$ cat config.mk
export PLATFORM = sky130hd
export DESIGN_NAME = lsu_ctrl_flat
export DESIGN_NICKNAME = d
export VERILOG_FILES = /design/src/rtl/lsu_pkg.sv /design/src/rtl/lsu_if.sv /design/src/rtl/lsu_align.sv /design/src/rtl/lsu_ctrl.sv /design/src/flat_wrapper.sv
export SDC_FILE = /design/constraint.sdc
export NUM_CORES = 1
export LEC_CHECK = 0
export CORE_UTILIZATION = 51
export CTS_BUF_LIST = sky130_fd_sc_hd__clkbuf_2
export DETAILED_ROUTE_END_ITERATION = 6
export MAX_ROUTING_LAYER = met4
export PLACE_DENSITY = 0.95
export SYNTH_ARGS = -nofsm -noshare
export SYNTH_HDL_FRONTEND = slang
export SYNTH_HIERARCHICAL = 1
export SYNTH_SLANG_ARGS = --single-unit
$ cat constraint.sdc
create_clock -name clk_i -period 3.7 [get_ports clk_i]
set_input_delay 0.74 -clock clk_i [delete_from_list [all_inputs] [get_ports clk_i]]
set_output_delay 0.74 -clock clk_i [all_outputs]
set_load 0.05 [all_outputs]
$ cat src/rtl/lsu_pkg.sv
// Shared state encoding, RV32I funct3 encodings and request legality helpers
// for the load/store controller.
package lsu_pkg;

  typedef enum logic [1:0] {IDLE, READ, WRITE, RESP} lsu_state_t;

  localparam logic [2:0] F3_B  = 3'b000;
  localparam logic [2:0] F3_H  = 3'b001;
  localparam logic [2:0] F3_W  = 3'b010;
  localparam logic [2:0] F3_BU = 3'b100;
  localparam logic [2:0] F3_HU = 3'b101;

  function automatic logic is_misaligned(input logic [2:0] funct3, input logic [1:0] addr_lo);
    return ((funct3[1:0] == 2'b01) && addr_lo[0]) ||
           ((funct3[1:0] == 2'b10) && (addr_lo != 2'b00));
  endfunction

  function automatic logic is_illegal(input logic we, input logic [2:0] funct3);
    if (we) return funct3 > F3_W;
    return (funct3 == 3'b011) || (funct3 == 3'b110) || (funct3 == 3'b111);
  endfunction

endpackage

$ cat src/rtl/lsu_if.sv
// Core request/response and data-memory port bundle of lsu_ctrl; names are seen from the controller.
// mem_be_o exists only when LSU_BYTE_STROBE_EN is defined.
interface lsu_if #(
  parameter int ADDRESS_WIDTH = 16
);
  logic                     req_valid_i;
  logic                     req_ready_o;
  logic                     req_we_i;
  logic [2:0]               req_funct3_i;
  logic [31:0]              req_addr_i;
  logic [31:0]              req_wdata_i;
  logic                     resp_valid_o;
  logic [31:0]              resp_rdata_o;
  logic                     resp_err_o;
  logic [ADDRESS_WIDTH-1:0] mem_a_o;
  logic [31:0]              mem_wd_o;
  logic                     mem_wen_o;
  logic [31:0]              mem_rd_i;
`ifdef LSU_BYTE_STROBE_EN
  logic [3:0]               mem_be_o;
`endif

  modport slave (
    input  req_valid_i, req_we_i, req_funct3_i, req_addr_i, req_wdata_i, mem_rd_i,
    output req_ready_o, resp_valid_o, resp_rdata_o, resp_err_o, mem_a_o, mem_wd_o, mem_wen_o
`ifdef LSU_BYTE_STROBE_EN
    , output mem_be_o
`endif
  );

  modport master (
    output req_valid_i, req_we_i, req_funct3_i, req_addr_i, req_wdata_i, mem_rd_i,
    input  req_ready_o, resp_valid_o, resp_rdata_o, resp_err_o, mem_a_o, mem_wd_o, mem_wen_o
`ifdef LSU_BYTE_STROBE_EN
    , input mem_be_o
`endif
  );
endinterface

$ cat src/rtl/lsu_align.sv
// Combinational lane logic: load extract/extend, store merge into the old word,
// or lane replication plus byte strobes when LSU_BYTE_STROBE_EN is defined.
module lsu_align
  import lsu_pkg::*;
(
  input  logic [2:0]  funct3,
  input  logic [1:0]  lane,
  input  logic [31:0] mem_word,
  input  logic [31:0] store_data,
  output logic [31:0] load_data,
  output logic [31:0] write_data
`ifdef LSU_BYTE_STROBE_EN
  , output logic [3:0] write_be
`endif
);
  logic [7:0]  byte_sel;
  logic [15:0] half_sel;

  always_comb begin
    byte_sel = mem_word[{lane, 3'b000} +: 8];
    half_sel = lane[1] ? mem_word[31:16] : mem_word[15:0];
    case (funct3)
      F3_B:    load_data = {{24{byte_sel[7]}}, byte_sel};
      F3_H:    load_data = {{16{half_sel[15]}}, half_sel};
      F3_BU:   load_data = {24'b0, byte_sel};
      F3_HU:   load_data = {16'b0, half_sel};
      default: load_data = mem_word;
    endcase
  end

`ifdef LSU_BYTE_STROBE_EN
  always_comb begin
    write_data = store_data;
    write_be   = 4'b1111;
    case (funct3[1:0])
      2'b00: begin
        write_data = {4{store_data[7:0]}};
        write_be   = 4'b0001 << lane;
      end
      2'b01: begin
        write_data = {2{store_data[15:0]}};
        write_be   = lane[1] ? 4'b1100 : 4'b0011;
      end
      default: ;
    endcase
  end
`else
  // mem_word is the word captured during READ when merging a sub-word store.
  always_comb begin
    write_data = mem_word;
    case (funct3[1:0])
      2'b00:   write_data[{lane, 3'b000} +: 8]    = store_data[7:0];
      2'b01:   write_data[{lane[1], 4'b0000} +: 16] = store_data[15:0];
      default: write_data = store_data;
    endcase
  end
`endif

endmodule

$ cat src/rtl/lsu_ctrl.sv
// RV32I load/store controller: one outstanding request, load 2 cycles accept-to-resp, RMW for SB/SH.
// req_ready_o only in IDLE; LSU_BYTE_STROBE_EN replaces RMW with byte strobes on mem_be_o.
module lsu_ctrl
  import lsu_pkg::*;
#(
  parameter int ADDRESS_WIDTH = 16,
  parameter int DATA_WIDTH    = 32
) (
  input logic  clk_i,
  input logic  rst_ni,
  lsu_if.slave bus
);

  if (DATA_WIDTH != 32) begin : g_bad_width
    $error("lsu_ctrl: DATA_WIDTH must be 32");
  end

  lsu_state_t               state_q, state_d;
  logic [ADDRESS_WIDTH+1:0] addr_q;
  logic                     we_q;
  logic [2:0]               f3_q;
  logic [DATA_WIDTH-1:0]    wdata_q;
  logic [DATA_WIDTH-1:0]    rdata_q;
  logic                     err_q;
  logic                     accept;
  logic                     bad_req;
  logic [DATA_WIDTH-1:0]    align_word;
  logic [DATA_WIDTH-1:0]    load_data;
  logic [DATA_WIDTH-1:0]    write_data;

  assign accept  = bus.req_valid_i && (state_q == IDLE);
  assign bad_req = is_misaligned(bus.req_funct3_i, bus.req_addr_i[1:0]) ||
                   is_illegal(bus.req_we_i, bus.req_funct3_i);

  always_comb begin
    state_d = state_q;
    case (state_q)
      IDLE: begin
        if (bus.req_valid_i) begin
          if (bad_req)                        state_d = RESP;
          else if (!bus.req_we_i)             state_d = READ;
`ifdef LSU_BYTE_STROBE_EN
          else                                state_d = WRITE;
`else
          else if (bus.req_funct3_i == F3_W)  state_d = WRITE;
          else                                state_d = READ;
`endif
        end
      end
      READ:    state_d = we_q ? WRITE : RESP;
      WRITE:   state_d = RESP;
      default: state_d = IDLE;
    endcase
  end

`ifdef LSU_BYTE_STROBE_EN
  assign align_word = bus.mem_rd_i;
`else
  logic [DATA_WIDTH-1:0] word_q;
  assign align_word = (state_q == WRITE) ? word_q : bus.mem_rd_i;
`endif

  always_ff @(posedge clk_i or negedge rst_ni) begin
    if (!rst_ni) begin
      state_q <= IDLE;
      addr_q  <= '0;
      we_q    <= 1'b0;
      f3_q    <= '0;
      wdata_q <= '0;
      rdata_q <= '0;
      err_q   <= 1'b0;
`ifndef LSU_BYTE_STROBE_EN
      word_q  <= '0;
`endif
    end else begin
      state_q <= state_d;
      if (accept) begin
        addr_q  <= bus.req_addr_i[ADDRESS_WIDTH+1:0];
        we_q    <= bus.req_we_i;
        f3_q    <= bus.req_funct3_i;
        wdata_q <= bus.req_wdata_i;
      end
      if (accept && bad_req) begin
        rdata_q <= '0;
        err_q   <= 1'b1;
      end
      if (state_q == READ && !we_q) begin
        rdata_q <= load_data;
        err_q   <= 1'b0;
      end
`ifndef LSU_BYTE_STROBE_EN
      if (state_q == READ && we_q) word_q <= bus.mem_rd_i;
`endif
      if (state_q == WRITE) begin
        rdata_q <= '0;
        err_q   <= 1'b0;
      end
    end
  end

  lsu_align u_align (
    .funct3     (f3_q),
    .lane       (addr_q[1:0]),
    .mem_word   (align_word),
    .store_data (wdata_q),
    .load_data  (load_data),
    .write_data (write_data)
`ifdef LSU_BYTE_STROBE_EN
    , .write_be (write_be)
`endif
  );

  assign bus.req_ready_o  = (state_q == IDLE);
  assign bus.resp_valid_o = (state_q == RESP);
  assign bus.resp_rdata_o = rdata_q;
  assign bus.resp_err_o   = err_q;
  assign bus.mem_a_o      = addr_q[ADDRESS_WIDTH+1:2];
  assign bus.mem_wen_o    = (state_q == WRITE);
  assign bus.mem_wd_o     = (state_q == WRITE) ? write_data : '0;
`ifdef LSU_BYTE_STROBE_EN
  logic [3:0] write_be;
  assign bus.mem_be_o     = (state_q == WRITE) ? write_be : 4'b0000;
`endif

endmodule

$ cat src/flat_wrapper.sv
// flat-port wrapper written by rule: the top's interface ports become plain ports
module lsu_ctrl_flat import lsu_pkg::*;
#(
  parameter int ADDRESS_WIDTH = 16,
  parameter int DATA_WIDTH    = 32
)
  (clk_i, rst_ni, bus_req_valid_i, bus_req_we_i, bus_req_funct3_i, bus_req_addr_i, bus_req_wdata_i, bus_mem_rd_i, bus_req_ready_o, bus_resp_valid_o, bus_resp_rdata_o, bus_resp_err_o, bus_mem_a_o, bus_mem_wd_o, bus_mem_wen_o);
  lsu_if #(.ADDRESS_WIDTH(ADDRESS_WIDTH)) bus_i ();
  input logic clk_i;
  input logic rst_ni;
  input wire logic [$bits(bus_i.req_valid_i)-1:0] bus_req_valid_i;
  input wire logic [$bits(bus_i.req_we_i)-1:0] bus_req_we_i;
  input wire logic [$bits(bus_i.req_funct3_i)-1:0] bus_req_funct3_i;
  input wire logic [$bits(bus_i.req_addr_i)-1:0] bus_req_addr_i;
  input wire logic [$bits(bus_i.req_wdata_i)-1:0] bus_req_wdata_i;
  input wire logic [$bits(bus_i.mem_rd_i)-1:0] bus_mem_rd_i;
  output wire logic [$bits(bus_i.req_ready_o)-1:0] bus_req_ready_o;
  output wire logic [$bits(bus_i.resp_valid_o)-1:0] bus_resp_valid_o;
  output wire logic [$bits(bus_i.resp_rdata_o)-1:0] bus_resp_rdata_o;
  output wire logic [$bits(bus_i.resp_err_o)-1:0] bus_resp_err_o;
  output wire logic [$bits(bus_i.mem_a_o)-1:0] bus_mem_a_o;
  output wire logic [$bits(bus_i.mem_wd_o)-1:0] bus_mem_wd_o;
  output wire logic [$bits(bus_i.mem_wen_o)-1:0] bus_mem_wen_o;
  assign bus_i.req_valid_i = bus_req_valid_i;
  assign bus_i.req_we_i = bus_req_we_i;
  assign bus_i.req_funct3_i = bus_req_funct3_i;
  assign bus_i.req_addr_i = bus_req_addr_i;
  assign bus_i.req_wdata_i = bus_req_wdata_i;
  assign bus_i.mem_rd_i = bus_mem_rd_i;
  assign bus_req_ready_o = bus_i.req_ready_o;
  assign bus_resp_valid_o = bus_i.resp_valid_o;
  assign bus_resp_rdata_o = bus_i.resp_rdata_o;
  assign bus_resp_err_o = bus_i.resp_err_o;
  assign bus_mem_a_o = bus_i.mem_a_o;
  assign bus_mem_wd_o = bus_i.mem_wd_o;
  assign bus_mem_wen_o = bus_i.mem_wen_o;
  lsu_ctrl #(.ADDRESS_WIDTH(ADDRESS_WIDTH), .DATA_WIDTH(DATA_WIDTH)) u_core (.clk_i(clk_i), .rst_ni(rst_ni), .bus(bus_i));
endmodule
==> impl_results.md, run 1 <==
* Status: completed
* F_max at 276.1 MHz
* DIE WIDTH at 120.2 µm
* Iteration-0 DRC Markers at 535
* R2R setup slack at 0.72 ns
* Post-synth EDFFs at 0
* Crit-path leading delay family: buffers and inverters
* Worst path cell trace: inv_1, buf_6, ha_1, nor4bb_1, buf_4, a21oi_1, o221ai_1, and2_4, buf_12
* Fraction of layout cells with a size suffix above 1 at 28.50%
* Final net count at 887
* CTS max path bufs at 2
* Setup TNS Final at 0 ns
* Post-route ant nets at 0
* Sequential share of the synthesized area at 42.50%
* Final hold vios at 0
* Setup ws final at 0.07780 ns
* RR Startpoint: u_core/state_q[0]$_DFFE_PN0P_
* Avg Cell Area, Syn at 11.34 µm²
* Critical path buffers and inverters at 4
* Total track usage at 30.26%
* Pleak at 3.974 nW
* Insertion delay to the later sink of the worst-skew pair at 0.72 ns
* Hpwl dp at 14.83 mm
* R2R cell count at 9
* I/O pin cnt at 187
* Area leader, netlist: dfrtp_1
* Slew @ Worst Pin at 0.7664 ns
* Routed via count at 5796
* CP peak stage delay at 0.44 ns
* Peak supply drop at 0.0006995 V
* Worst EP arrival at 2.88 ns
* PD cells at 1096 nW/µm²
* Post-synth top area share at 42.50%
* Largest net degree at the start of global routing at 63
* TritonCTS Buffers at 17
* CTS tree: yes
* Critical Path Source Type: register
* Max Cap Viol at 0
* Critical path capture point type: output port
* Gr ovfl total at 0
* Fin crit period at 3.622 ns
* Hold Slack at 0.05357 ns
* Slew Viols, Final at 0
* Root buffer cell: clkbuf_2
* CTS Sinks at 121
* CP max stage cell: dfrtp_2
* Seq cells post-synth at 121
* Final period utilization at 97.90%
* CTS H-tree depth at 4
* Initial antenna violation count at 0
* Crit-path max FO at 18
* Final Wtd Congestion at 0.9506
* Mapped Cells at 628
* DR WL/cell at 21.70 µm
* First-pass GRT wire length at 31.87 mm
* Starting Density at 52.96%
* Die footprint at 14450 µm²
* Syn Nets at 740
* Post-Route Utilization at 69.40%
* Via count of the first global-routing pass at 5829
* Mapped Area at 7124 µm²
* Hold Path Class: input port to async pin
* Area of the core at 13450 µm²
* Port bufs at 172
* Synth-to-Final Area Change at 31.05%
* Post-route cell area at 9336 µm²
* Worst R2R End: u_core/bus.resp_rdata_o[30]$_DFFE_PN0P_
* Pre-CTS WS at 0.3948 ns
* Yosys cell types at 50
* Hold buffers post-CTS at 0
* Crit Path Class: register to output port
* Die H at 120.2 µm
* Ant. Diodes at 0
* Rel. slew slack at 48.91%
* Clock Pin Slew Worst Setup and Hold Paths at 0.16 ns
* Final WL at 20.88 mm
* FFs w/ async S/R, synth at 100.0%
* Crit path required time at 2.96 ns
* Row count at 42
* Placement Cell Area at 9035 µm²
* Synth area leaders: dfrtp_1, mux2_2, a22o_1, nor2b_1, mux2i_1
* Setup-failing EPs final at 0
* Clock Skews at 0.02681 ns
* RSZ-0062 raised after global routing: true
* DR pass1 iterations at 5
* Most used DFF post-synth: dfrtp_1
* Drc violations at 0
* Vias per cell at 6.025
* Synthesis Warnings at 6
how the worst max path moves through the flow:
stage                                        startpoint               end  slack, ns  cells after the start
after floorplan           u_core/state_q[0]$_DFFE_PN0P_  bus_mem_wd_o[25]       0.13                      9
after global placement    u_core/state_q[0]$_DFFE_PN0P_   bus_mem_wd_o[0]       0.47                      8
after detailed placement  u_core/state_q[0]$_DFFE_PN0P_   bus_mem_wd_o[0]       0.39                      8
after CTS                 u_core/state_q[0]$_DFFE_PN0P_  bus_mem_wd_o[29]      0.002                      9
after global routing      u_core/state_q[0]$_DFFE_PN0P_  bus_mem_wd_o[30]      -0.07                      9
final                      u_core/addr_q[1]$_DFFE_PN0N_  bus_mem_wd_o[29]       0.08                      9
cell usage in the layout, fill, tap and decap left out, types with 2 or more instances in the layout:
cell and count:
nor2b_1 47, nand2b_1 2, a221o_1 8, o221ai_1 23, a221oi_2 2, mux2_1 7, a21oi_1 16, dfrtp_1 118
clkdlybuf4s50_1 139, clkbuf_2 23, mux2_4 16, a22o_1 40, nor3_1 7, clkinv_1 4, nor2_1 2, a221oi_1 6
dfrtp_2 3, mux2_2 98, o22ai_1 24, and2_4 8, inv_1 15, a211o_1 2, clkinv_2 3, nand2_1 24
o21ai_0 2, a22oi_1 7, buf_4 27, and2_1 24, ha_1 8, mux2i_1 25, buf_12 26, nor3_2 3
synth_stat cells, types with 3 or more instances:
| cell | n |
|---|---|
| nor3_1 | 7 |
| o22ai_1 | 24 |
| buf_4 | 19 |
| mux2_2 | 113 |
| and2_1 | 33 |
| a221o_1 | 8 |
| mux2_1 | 8 |
| a21oi_1 | 16 |
| o221ai_1 | 23 |
| a221oi_1 | 6 |
| dfrtp_1 | 121 |
| a22oi_1 | 7 |
| nand2_1 | 25 |
| ha_1 | 9 |
| clkbuf_1 | 24 |
| nor2b_1 | 47 |
| buf_6 | 8 |
| inv_1 | 15 |
| a22o_1 | 40 |
| nor3_2 | 3 |
| buf_2 | 12 |
| mux2i_1 | 25 |
| buf_1 | 3 |
flip-flops by register name (all words and copies together), names as in the netlist:
register	flops
u_core/bus.resp_rdata_o	32
u_core/wdata_q	32
u_core/word_q	32
u_core/addr_q	18
u_core/f3_q	3
u_core/state_q	2
u_core/bus.resp_err_o	1
u_core/we_q	1
per-stage QoR:
step,total power [mW],cells
final,10.23,962
after CTS,10.03,962
after global routing,10.70,962
after floorplan,7.217,628
after detailed placement,9.302,927
after global placement,9.076,927
logic make-up after synthesis:
group                      count (synthesis)  synth area share, %
DFF                                      121                42.50
AOI/OAI and AO/OA                        140                16.09
buffers and inverters                     81                6.323
and+or+nand+nor                          131                10.87
muxes                                    146                22.64
adders and majority gates                  9                1.581
power breakdown:
group	switching (mW)	total (mW)	leakage (nW)	internal, mW
Sequential	0.562	2.53	1.48	1.96
Combinational	4.02	7.07	2.38	3.05
Clock	0.462	0.634	0.114	0.172
Total	5.04	10.2	3.97	5.19
metal layers:
layer  track usage [%]  share of wire, %
met4             13.44               3.0
met5                 -                 0
met3             6.368               8.8
met1             38.79                41
met2             46.34                47
cell type report:
class | count | area [µm²]
clock inverter | 7 | 30.03
multi-input combinational | 426 | 3742
fill | 971 | 4116
sequential | 121 | 3032
clock buffer | 23 | 115.1
tap | 176 | 220.2
inverter | 15 | 56.30
timing repair buffer | 194 | 2141
repair_timing:
item                                    CTS  global route
endpoints found under the setup margin   33            17
buffers inserted                          5             0
gates resized for setup                   5            27
pin swaps                                 0             1
Note: power is estimated with default switching activity, not from simulation.
==> run 2: changes to the inputs <==
Settings changed: SETUP_SLACK_MARGIN set to 0.4.
==> impl_results.md, run 2 (synthesized netlist as in run 1, its figures left out) <==
* TritonCTS Buffers at 17 (unchanged)
* RSZ-0062 raised after global routing: true (unchanged)
* Setup-failing EPs final at 0 (unchanged)
* Port bufs at 172 (unchanged)
* Root buffer cell: clkbuf_2 (unchanged)
* Clock Skews at 0.05787 ns (was 0.02681 ns)
* R2R cell count at 9 (unchanged)
* Non-Filler Instances at 986 (was 962)
* Final period utilization at 96.40% (was 97.90%)
* Post-route ant nets at 0 (unchanged)
* Routed via count at 6238 (was 5796)
* Pleak at 4.226 nW (was 3.974 nW)
* Iteration-0 DRC Markers at 593 (was 535)
* R2R setup slack at 0.91 ns (was 0.72 ns)
* Peak supply drop at 0.0008312 V (was 0.0006995 V)
* Clock Pin Slew Worst Setup and Hold Paths at 0.22 ns (was 0.16 ns)
* CTS Sinks at 121 (unchanged)
* Pre-CTS WS at 0.5205 ns (was 0.3948 ns)
* Gr ovfl total at 0 (unchanged)
* Sw Pwr at 5.472 mW (was 5.044 mW)
* DR pass1 iterations at 5 (unchanged)
* Clk pwr share at 8.4% (was 6.2%)
* Critical path buffers and inverters at 4 (unchanged)
* CTS max path bufs at 2 (unchanged)
* Drc violations at 0 (unchanged)
* Status: completed (unchanged)
* Worst path cell trace: inv_2, buf_12, ha_4, nor4bb_1, buf_4, a21oi_2, o221ai_2, and2_4, buf_12 (was inv_1, buf_6, ha_1, nor4bb_1, buf_4, a21oi_1, o221ai_1, and2_4, buf_12)
* Fin crit period at 3.567 ns (was 3.622 ns)
* Worst R2R End: u_core/bus.resp_rdata_o[13]$_DFFE_PN0P_ (was u_core/bus.resp_rdata_o[30]$_DFFE_PN0P_)
* Crit path required time at 2.96 ns (about the same)
* Area of the core at 13450 µm² (unchanged)
* Placed Cells at 924 (was 927)
* FF/Latch Area at 3037 µm² (was 3032 µm²)
* Hold Path Class: input port to async pin (unchanged)
* Crit-path max FO at 8 (was 18)
* Vias per cell at 6.327 (was 6.025)
* Setup TNS Final at 0 ns (unchanged)
* Insertion delay to the later sink of the worst-skew pair at 0.77 ns (was 0.72 ns)
* CP dominant cell by count: buf_12
* Crit path from: u_core/addr_q[1]$_DFFE_PN0N_ (unchanged)
* CP max stage cell: dfrtp_2 (unchanged)
* Final hold vios at 0 (unchanged)
* Switching Share at 48.12% (was 49.29%)
* Area of the multi-input gates at 3983 µm² (was 3742 µm²)
* Crit-path leading delay family: buffers and inverters (unchanged)
* P_int at 5.900 mW (was 5.189 mW)
* Slew Viols, Final at 0 (unchanged)
* Filler instances at 909 (was 971)
* DR WL/cell at 23.51 µm (was 21.70 µm)
* First-pass GRT wire length at 34.86 mm (was 31.87 mm)
* Largest net degree at the start of global routing at 74 (was 63)
* CTS tree: yes (unchanged)
* Final net count at 909 (was 887)
* Rel. slew slack at 18.51% (was 48.91%)
* Final Wtd Congestion at 0.9189 (was 0.9506)
* Sequential Power Share at 22.5% (was 24.7%)
* Hpwl dp at 15.08 mm (was 14.83 mm)
* Comb pwr share at 69.1% (about the same)
* Row count at 42 (unchanged)
* Fraction of layout cells with a size suffix above 1 at 36.54% (was 28.50%)
* Setup ws final at 0.1330 ns (was 0.07780 ns)
* Slew @ Worst Pin at 1.221 ns (was 0.7664 ns)
* CTS H-tree depth at 4 (unchanged)
* F_max at 280.4 MHz (was 276.1 MHz)
* Final WL at 23.18 mm (was 20.88 mm)
* Die H at 120.2 µm (unchanged)
* RR Startpoint: u_core/state_q[0]$_DFFE_PN0P_ (unchanged)
* Total track usage at 33.32% (was 30.26%)
* Via count of the first global-routing pass at 6203 (was 5829)
* DIE WIDTH at 120.2 µm (unchanged)
* Initial antenna violation count at 0 (unchanged)
* Worst EP arrival at 2.83 ns (was 2.88 ns)
* PD cells at 1142 nW/µm² (was 1096 nW/µm²)
* Starting Density at 52.96% (unchanged)
* Synth-to-Final Area Change at 39.80% (was 31.05%)
* Crit Path Class: register to output port (unchanged)
* I/O pin cnt at 187 (unchanged)
* CP peak stage delay at 0.49 ns (was 0.44 ns)
* Critical path capture point type: output port (unchanged)
* Max Cap Viol at 0 (unchanged)
* Die footprint at 14450 µm² (unchanged)
* Critical Path Source Type: register (unchanged)
* Ant. Diodes at 0 (unchanged)
* Commonest non-fill, non-tap cell in the layout: clkdlybuf4s50_1 (unchanged)
* Most frequent cells in the layout: clkdlybuf4s50_1, dfrtp_1, mux2_2, nor2b_1, a22o_1 (unchanged)
-- run 2: changes by cell type in the layout (fill, tap and decap cells not counted), moves of 6 or more --
cell / delta
and2_4: +15
and2_1: -14
a21oi_1: -12
a21oi_2: +12
buf_4: +8
buf_6: +7
mux2_2: -6
mux2_4: +6
o221ai_1: -6
o221ai_2: +6
-- run 2: how the worst max path moves through the flow --
stage,end,slack [ns],cells after the start
6_report,bus_mem_wd_o[26],0.13,9
5_1_grt,bus_mem_wd_o[16],0.06,9
4_1_cts,bus_mem_wd_o[31],0.21,9
3_5_place_dp,bus_mem_wd_o[31],0.52,7
3_3_place_gp,bus_mem_wd_o[31],0.50,7
2_1_floorplan,bus_mem_wd_o[25],0.44,9
-- run 2: layout make-up --
type / count / area share [%]
inverter: 15 / 0.5653
timing repair buffer: 216 / 24.13
clock buffer: 22 / 1.106
tap: 176 / 2.211
clock inverter: 10 / 1.508
sequential: 121 / 30.49
multi-input combinational: 426 / 39.99
-- run 2: metal layers --
metal  part of all wire (%)  vias up  wire length, µm  GRT usage (%)
met5                      0        -                0              -
met4                    6.4        0             1473          19.77
met3                    8.0      118             1863          6.226
met2                     47      449            10880          51.65
met1                     39     3010             8965          40.67
li1                       -     2661                -              -
-- run 2: through the flow --
stage,power [mW],hold slack (ns),util (%),instance area [µm²]
final,11.37,0.5156,74.03,9960
after global routing,11.78,0.5398,74.03,9960
after CTS,10.95,0.5225,73.07,9829
after detailed placement,9.324,0.4822,67.16,9035
after global placement,9.112,0.4809,67.16,9035
after floorplan,7.232,0.4444,-,7137
-- run 2: what timing repair did --
item | 4_1_cts | 5_1_grt
pin swaps | 19 | 6
resized for setup | 92 | 21
hold buffers | 1 | 0
gates cloned | 0 | 1
endpoints found under the hold margin | 4 | 0
setup endpoints to repair | 33 | 33
buffers inserted | 25 | 3
-- run 2: power by group through the flow --
stage / Sequential, mW / Combinational (mW) / Clock (mW)
after detailed placement: 2.55 / 6.78 / 0
after CTS: 2.50 / 7.49 / 0.952
after floorplan: 2.81 / 4.42 / 0
after global routing: 2.61 / 8.16 / 1.01
after global placement: 2.49 / 6.62 / 0
final: 2.56 / 7.86 / 0.953
==> run 3: changes to the inputs <==
Settings changed: CORE_UTILIZATION 51 to 55.
Clock period 3.7 ns to 4.6 ns, I/O delays scaled along.
==> impl_results.md, run 3 (synthesized netlist as in run 1, its figures left out) <==
* RSZ-0062 raised after global routing: true (unchanged)
* Post-route ant nets at 0 (unchanged)
* Pwr Total at 7.954 mW (was 11.37 mW)
* TritonCTS Buffers at 17 (unchanged)
* PD cells at 874.2 nW/µm² (was 1142 nW/µm²)
* Critical Path Source Type: register (unchanged)
* Crit Path Class: register to output port (unchanged)
* R2R cell count at 9 (unchanged)
* Final Wtd Congestion at 0.9290 (was 0.9189)
* DIE WIDTH at 115.8 µm (was 120.2 µm)
* DR pass1 iterations at 5 (unchanged)
* CTS H-tree depth at 4 (unchanged)
* Peak supply drop at 0.0005012 V (was 0.0008312 V)
* Post-Route Utilization at 72.10% (was 74.03%)
* Via count of the first global-routing pass at 5867 (was 6203)
* CTS Sinks at 121 (unchanged)
* Row count at 41 (was 42)
* Iteration-0 DRC Markers at 560 (was 593)
* Die H at 115.8 µm (was 120.2 µm)
* Final net count at 887 (was 909)
* Final WL at 20.07 mm (was 23.18 mm)
* Fraction of layout cells with a size suffix above 1 at 26.27% (was 36.54%)
* Ant. Diodes at 0 (unchanged)
* Total track usage at 32.18% (was 33.32%)
* Root buffer cell: clkbuf_2 (unchanged)
* I/O pin cnt at 187 (unchanged)
* Hold Path Class: register to register (was input port to async pin)
* Filler instances at 882 (was 909)
* Die footprint at 13410 µm² (was 14450 µm²)
* Initial antenna violation count at 0 (unchanged)
* Synth-to-Final Area Change at 27.71% (was 39.80%)
* Insertion delay to the later sink of the worst-skew pair at 0.73 ns (was 0.77 ns)
* FF/Latch Area at 3030 µm² (was 3037 µm²)
* Largest net degree at the start of global routing at 57 (was 74)
* Worst EP arrival at 3.13 ns (was 2.83 ns)
* Slew Viols, Final at 0 (unchanged)
* Clock Skews at 0.03525 ns (was 0.05787 ns)
* Area of the multi-input gates at 3667 µm² (was 3983 µm²)
* Vias per cell at 6.029 (was 6.327)
* Status: completed (unchanged)
* Hpwl dp at 14.62 mm (was 15.08 mm)
* Setup TNS Final at 0 ns (unchanged)
* Fin crit period at 4.053 ns
* Final hold vios at 0 (unchanged)
* Hold Path Cell Cnt at 1
* Commonest non-fill, non-tap cell in the layout: clkdlybuf4s50_1 (unchanged)
* Rel. slew slack at 14.44% (was 18.51%)
* Critical path capture point type: output port (unchanged)
* Pleak at 3.854 nW (was 4.226 nW)
* Setup-failing EPs final at 0 (unchanged)
* CTS tree: yes (unchanged)
* Slew @ Worst Pin at 1.282 ns (was 1.221 ns)
* Area of the core at 12620 µm² (was 13450 µm²)
* Port bufs at 172 (unchanged)
* Starting Density at 56.45% (was 52.96%)
* First-pass GRT wire length at 30.84 mm (was 34.86 mm)
* Gr ovfl total at 0 (unchanged)
* Final period utilization at 88.11%
* F_max at 246.7 MHz
* Drc violations at 0 (unchanged)
* Crit path required time at 3.68 ns (was 2.96 ns)
* Routed via count at 5788 (was 6238)
* Most frequent cells in the layout: clkdlybuf4s50_1, dfrtp_1, mux2_2, nor2b_1, a22o_1 (unchanged)
* CTS max path bufs at 2 (unchanged)
* DR WL/cell at 20.90 µm (was 23.51 µm)
* Max Cap Viol at 0 (unchanged)
* Clock Pin Slew Worst Setup and Hold Paths at 0.17 ns (was 0.22 ns)
* Crit-path max FO at 18 (was 8)
run 3: per-layer routing:
layer	global-route usage (%)	part of all wire (%)	vias to the layer above
met3	6.695	6.2	51
li1	-	-	2611
met1	40.18	41	2852
met4	13.93	3.3	0
met5	-	0	-
met2	50.71	49	274
run 3: through the flow:
| step | cells | hold slack [ns] | instance area [µm²] | setup WS, ns |
|---|---|---|---|---|
| after floorplan | 628 | 0.4737 | 7124 | 0.8510 |
| after global placement | 918 | 0.4813 | 8800 | 0.9041 |
| after detailed placement | 918 | 0.4867 | 8800 | 0.9136 |
| after CTS | 952 | 0.5141 | 9030 | 0.4820 |
| after global routing | 960 | 0.4824 | 9099 | 0.3409 |
| final | 960 | 0.5260 | 9099 | 0.5469 |
run 3: report_power, final:
part / internal (mW) / leakage [nW] / switching [mW]
Clock: 0.192 / 0.112 / 0.427
Combinational: 2.18 / 2.26 / 3.11
Sequential: 1.58 / 1.48 / 0.467
Total: 3.95 / 3.85 / 4.00
run 3: cell type report:
type | instances | share of cell area [%]
multi-input cells | 426 | 40.31
flip-flops and latches | 121 | 33.31
repair buffers | 194 | 21.08
well taps | 172 | 2.365
clock inverters | 15 | 1.389
clock buffers | 17 | 0.9351
inverters | 15 | 0.6188
run 3: critical path, stage by stage (launching register included):
cell and delay [ns]:
dfrtp_2 0.50, inv_1 0.07, buf_4 0.24, ha_1 0.18
nor2b_1 0.26, a211o_1 0.33, a22o_1 0.19, and2_1 0.12
dlygate4sd2_1 0.53
run 3: worst paths after layout:
path                                                         start                                 endpoint  slack (ns)
setup / recovery                      u_core/addr_q[1]$_DFFE_PN0N_                          bus_mem_wd_o[5]        0.55
hold / removal             u_core/bus.resp_rdata_o[28]$_DFFE_PN0P_  u_core/bus.resp_rdata_o[28]$_DFFE_PN0P_        0.53
setup reg to reg                     u_core/state_q[0]$_DFFE_PN0P_  u_core/bus.resp_rdata_o[17]$_DFFE_PN0P_        1.39
hold reg to reg            u_core/bus.resp_rdata_o[28]$_DFFE_PN0P_  u_core/bus.resp_rdata_o[28]$_DFFE_PN0P_        0.53
max in group asynchronous                                   rst_ni             u_core/addr_q[1]$_DFFE_PN0N_        3.07
min in group asynchronous                                   rst_ni            u_core/word_q[14]$_DFFE_PN0P_        0.56
run 3: what timing repair did:
action,in CTS,in global routing
setup endpoints to repair,24,16
hold buffers,1,0
hold endpoints to repair,11,0
gates resized for setup,10,3
buffers inserted,1,8
